==> src/rtl/instr_fetch.sv <==
// Instruction fetch stage: loadable 2^ADDR_W x 16 instruction memory + PC, feeds decode.
// Latency: 1 cycle from PC to IF_instruction (combinational array read, registered output).
// Backpressure: IF_stall freezes PC and all outputs; a branch still wins over a stall.
//
// Ports:
//   IF_clock, IF_reset          clock, synchronous active-low reset
//   IF_start                    begin fetching at 0 (IDLE/HALT only)
//   IF_stall                    downstream stall (RUN only)
//   IF_branch_taken/_target     PC redirect with one bubble (RUN only)
//   IF_load_en/_addr/_data      memory write port (IDLE/HALT only)
//   IF_instruction/_valid/_pc   registered word to decode, its qualifier and source address
//   IF_halted                   high while stopped on a HALT opcode
module instr_fetch #(
  parameter int          ADDR_W  = 6,
  parameter logic [3:0]  HALT_OP = 4'hF
) (
  input  logic              IF_clock,
  input  logic              IF_reset,
  input  logic              IF_start,
  input  logic              IF_stall,
  input  logic              IF_branch_taken,
  input  logic [ADDR_W-1:0] IF_branch_target,
  input  logic              IF_load_en,
  input  logic [ADDR_W-1:0] IF_load_addr,
  input  logic [15:0]       IF_load_data,
  output logic [15:0]       IF_instruction,
  output logic              IF_valid,
  output logic [ADDR_W-1:0] IF_pc,
  output logic              IF_halted
);

  typedef enum logic [1:0] {
    IDLE = 2'd0,
    RUN  = 2'd1,
    HALT = 2'd2
  } state_t;

  localparam int DEPTH = 2 ** ADDR_W;

  state_t            state;
  logic [ADDR_W-1:0] pc;
  logic [15:0]       mem [0:DEPTH-1];
  logic [15:0]       word;

  assign word = mem[pc];

  // Memory is never reset; writes are only accepted outside RUN and are
  // suppressed while reset is asserted.
  always_ff @(posedge IF_clock) begin
    if (IF_reset && IF_load_en && (state != RUN)) begin
      mem[IF_load_addr] <= IF_load_data;
    end
  end

  always_ff @(posedge IF_clock) begin
    if (!IF_reset) begin
      state          <= IDLE;
      pc             <= '0;
      IF_instruction <= 16'h0000;
      IF_valid       <= 1'b0;
      IF_pc          <= '0;
      IF_halted      <= 1'b0;
    end else begin
      case (state)
        IDLE: begin
          if (IF_start) begin
            state <= RUN;
            pc    <= '0;
          end
        end

        RUN: begin
          if (IF_branch_taken) begin
            // Redirect inserts exactly one bubble; IF_pc keeps the last real address.
            pc             <= IF_branch_target;
            IF_instruction <= 16'h0000;
            IF_valid       <= 1'b0;
          end else if (IF_stall) begin
            // Hold everything.
          end else if (word[15:12] == HALT_OP) begin
            // The HALT word itself is never presented as valid; pc stays on it.
            state          <= HALT;
            IF_instruction <= 16'h0000;
            IF_valid       <= 1'b0;
            IF_halted      <= 1'b1;
          end else begin
            IF_instruction <= word;
            IF_pc          <= pc;
            IF_valid       <= 1'b1;
            pc             <= pc + ADDR_W'(1);  // wraps silently at the top
          end
        end

        HALT: begin
          if (IF_start) begin
            state     <= RUN;
            pc        <= '0;
            IF_halted <= 1'b0;
          end
        end

        default: begin
          state <= IDLE;
        end
      endcase
    end
  end

endmodule

==> config.mk <==
export PLATFORM = sky130hd
export DESIGN_NAME = instr_fetch
export DESIGN_NICKNAME = d
export VERILOG_FILES = /design/src/rtl/instr_fetch.sv
export SDC_FILE = /design/constraint.sdc
export NUM_CORES = 1
export LEC_CHECK = 0
export BUFFER_PORTS_ARGS = -buffer_cell sky130_fd_sc_hd__buf_4
export CORE_ASPECT_RATIO = 0.75
export CORE_MARGIN = 3
export CORE_UTILIZATION = 58
export CTS_BUF_LIST = sky130_fd_sc_hd__clkbuf_4 sky130_fd_sc_hd__clkbuf_8 sky130_fd_sc_hd__clkbuf_16
export CTS_CLUSTER_DIAMETER = 150
export DETAILED_ROUTE_END_ITERATION = 6
export PLACE_DENSITY = 0.78
export SLEW_MARGIN = 20
export SYNTH_ARGS = -nofsm -noshare
export SYNTH_HDL_FRONTEND = slang
export SYNTH_SLANG_ARGS = --single-unit
==> constraint.sdc <==
create_clock -name IF_clock -period 5.6 [get_ports IF_clock]
set_input_delay 0.56 -clock IF_clock [delete_from_list [all_inputs] [get_ports IF_clock]]
set_output_delay 0.56 -clock IF_clock [all_outputs]
set_load 0.01 [all_outputs]
==> results.py <==
metrics = {
    "timing": {
        "final.setup_skew_ns": 0.0219,
        "max_freq_mhz": 246,
        "tightestPinTransition_ns": 1.04,
        "setup_viol": 0,
        "fin_ws_ns": 1.53,
        "layout_min_cycle_time_ns": 4.07,
        "report.final.slew_viol_count": 0,
        "rsz0062_at_grt": "false",
        "tns_ns": 0,
        "slew_headroom": 0.304,
        "timing.hold.ws_ns": 0.263,
        "hold_viol": 0,
        "post-route-period-util": 0.727,
    },
    "synthesis": {
        "synth_area_um2": 40800,
        "synthXorXnorAreaFrac": 0.000429,
        "ys_seq_elements": 1062,
        "ys_warn_count": 0,
        "yosysSeqAreaShare": 0.772,
        "synth_area_per_cell_um2": 23.3,
        "synth_cell_type_count": 51,
        "synth-edff-count": 1024,
        "syn-num-nets": 1791,
        "synth_fa_ha_area_frac": 0.000306,
        "synth_compound_area_frac": 0.0139,
        "synthFlopType": "edfxtp_1",
        "synth_top_family_by_area": "multiplexers",
        "synthMuxAreaShare": 0.179,
        "async_flop_share": 0,
        "yosys.area_share.simple": 0.0205,
        "syn-instance-count": 1756,
    },
    "floorplan": {
        "rows": 83,
        "ios": 58,
        "core_um2": 69100,
        "fp.dieH_um": 236,
        "dieArea_um2": 73700,
        "chipWidth_um": 312,
        "start_util": 0.591,
    },
    "power_and_ir_drop": {
        "switchingPower_w": 0.00320,
        "p_seq_frac": 0.557,
        "p_clk_frac": 0.404,
        "p_int_w": 0.0125,
        "swShare": 0.204,
        "pwr-share-comb": 0.039,
        "peakVddDrop_uv": 335,
        "power_leakage_nw": 13.9,
        "power_density_nw_per_um2": 344,
    },
    "worst_setup_path": {
        "reg2reg_to": "IF_instruction[9]",
        "arrival_ns": 4.64,
        "end_kind": "flop",
        "r2r_cells": 10,
        "critical_path_peak_fanout": 31,
        "crit_path_max_incr_delay_ns": 0.76,
        "path_class": "flop to flop",
        "cp-start-kind": "flop",
        "crit_chain": "buf_4 -> mux4_2 -> nand2_1 -> nand3_1 -> nand4_1 -> o311ai_0 -> nand4_1 -> buf_4 -> and3_1 -> a22o_1",
        "cpMaxStageDelayCell": "dfxtp_4",
        "cp.required_ns": 6.17,
        "r2r_slack_ns": 1.53,
    },
    "drt": {
        "wl_um": 100000,
        "route.detailed.drc": 0,
        "antenna_left": 0,
        "wl_per_cell_um": 34.5,
        "first_iter_violations": 3339,
        "viasPerCell": 6.82,
        "drt_first_pass_iters": 5,
        "via_count": 19900,
    },
    "final_layout": {
        "layout-drive-gt1-share": 0.328,
        "area_growth_pct": 11.8,
        "most-common-layout-cells": "edfxtp_1 (1,024), mux4_2 (318), buf_4 (144)",
        "fin_nets": 1936,
        "layout_commonest_cell": "edfxtp_1",
        "final_core_util": 0.661,
        "filler_cell_count": 4213,
    },
    "clocking": {
        "cts-root-buf": "clkbuf_16",
        "numCtsBuffers": 92,
        "cts_hold_buf": 0,
        "tritoncts": "yes",
        "htree_levels": 3,
        "clkSinkCount": 1062,
        "clockBufferDepth": 3,
        "cts_resized": 0,
        "cts_setup_buffers": 0,
        "clkTransAtPathRegs_ns": 0.06,
        "clkLatencyLatePin_ns": 0.66,
    },
    "placement": {
        "gp_congestion": 0.858,
        "place_ws_ns": 1.60,
        "hpwlAfterDp_um": 55700,
        "io_buffer_count": 57,
    },
    "global_route": {
        "grt_pass1_wl_um": 146000,
        "grt_usage": 0.279,
        "gr-total-overflow": 0,
        "grt_pass1_vias": 20000,
        "grt_max_degree": 81,
        "antenna_found_initial": 19,
    },
    "hold_path": {
        "min_to": "state[1]",
        "min_path_type": "input port to flop",
        "hp-start": "IF_start",
        "hold_depth": 3,
    },
    "status": {
        "status": "completed",
    },
    "run": {
        "drv_cap": 0,
    },
}
state kept, by name, summed over array words and instances, names as in the netlist, named ones only:
signal and flops:
mem 1024, IF_instruction 16, IF_pc 6, pc 6, state 2, IF_halted 1, IF_valid 1
cell type report:
type,instances,area (µm²),area share
sequential,1062,31500,0.691
multi-input combinational,594,8770,0.192
clock buffer,125,2590,0.0568
tap,935,1170,0.0256
timing repair buffer,147,1140,0.0250
clock inverter,46,427,0.00935
inverter,4,15.0,0.000329
antenna,2,5.00,0.000110
stage by stage:
stage               cells  power, W  instance area [µm²]
detailed placement   2742   0.00953                42600
global placement     2742   0.00951                42600
floorplan            1756   0.00927                40800
finish               2915    0.0157                45600
CTS                  2913    0.0158                45600
global route         2913    0.0161                45600
cells in the mapped netlist, types with 3 or more instances:
master / number / area, µm²
buf_4: 12 / 90.1
nand2b_1: 7 / 43.8
nor3_1: 9 / 45.0
buf_6: 17 / 191
o22ai_1: 7 / 43.8
mux2i_1: 12 / 120
nand2_1: 42 / 158
inv_1: 4 / 15.0
a21oi_1: 7 / 35.0
a22o_1: 17 / 149
clkbuf_1: 41 / 154
mux4_2: 318 / 7160
nor2_1: 74 / 278
a21bo_2: 6 / 60.1
nand3_1: 21 / 105
a21boi_0: 10 / 75.1
a31oi_1: 5 / 31.3
edfxtp_1: 1024 / 30700
and2_1: 3 / 18.8
buf_1: 12 / 45.0
o21ai_0: 7 / 35.0
nand4_1: 6 / 37.5
nand3b_1: 3 / 22.5
buf_2: 12 / 60.1
nor2b_1: 7 / 43.8
dfxtp_1: 38 / 761
and3_1: 3 / 18.8
critical path: cells and delay by family (launching register included):
family / cells / cell delay (ns)
AND/OR/NAND/NOR: 5 / 1.29
buffers and inverters: 2 / 0.87
flip-flops: 1 / 0.76
multiplexers: 1 / 0.57
AO/OA/AOI/OAI: 2 / 0.47
power by group through the flow:
| stage | sequential, W | combinational (W) | clock (W) |
|---|---|---|---|
| 6_report | 0.00876 | 0.000614 | 0.00634 |
| 5_1_grt | 0.00875 | 0.000648 | 0.00672 |
| 4_1_cts | 0.00876 | 0.000609 | 0.00639 |
| 3_5_place_dp | 0.00893 | 0.000603 | 0 |
| 3_3_place_gp | 0.00893 | 0.000582 | 0 |
| 2_1_floorplan | 0.00890 | 0.000365 | 0 |
cells by family (layout without fill, tap and decap cells):
group | after synthesis | after routing
AOI/OAI and AO/OA | 76 | 76
xor gates and xnor gates | 2 | 2
adders and majority gates | 1 | 1
buffers and inverters | 100 | 322
DFF | 1062 | 1062
muxes | 332 | 332
other | 0 | 2
and+or+nand+nor | 183 | 183
worst max-delay path by stage:
stage / slack [ns] / cells after the start / endpoint
after CTS: 1.56 / 7 / IF_instruction[9]
after global routing: 1.32 / 10 / IF_instruction[9]
final: 1.53 / 10 / IF_instruction[9]
after global placement: 1.65 / 7 / IF_instruction[11]
after detailed placement: 1.60 / 7 / IF_instruction[9]
after floorplan: 2.42 / 9 / IF_instruction[10]
per-layer routing:
layer,vias up,part of all wire,global-route usage,routed length [µm]
li1,7771,-,-,-
met1,10400,0.36,0.404,36300
met5,-,0.0020,0,198
met4,26,0.033,0.0883,3310
met3,225,0.15,0.0929,14800
met2,1478,0.46,0.412,45900
Note: power is estimated with default switching activity, not from simulation.
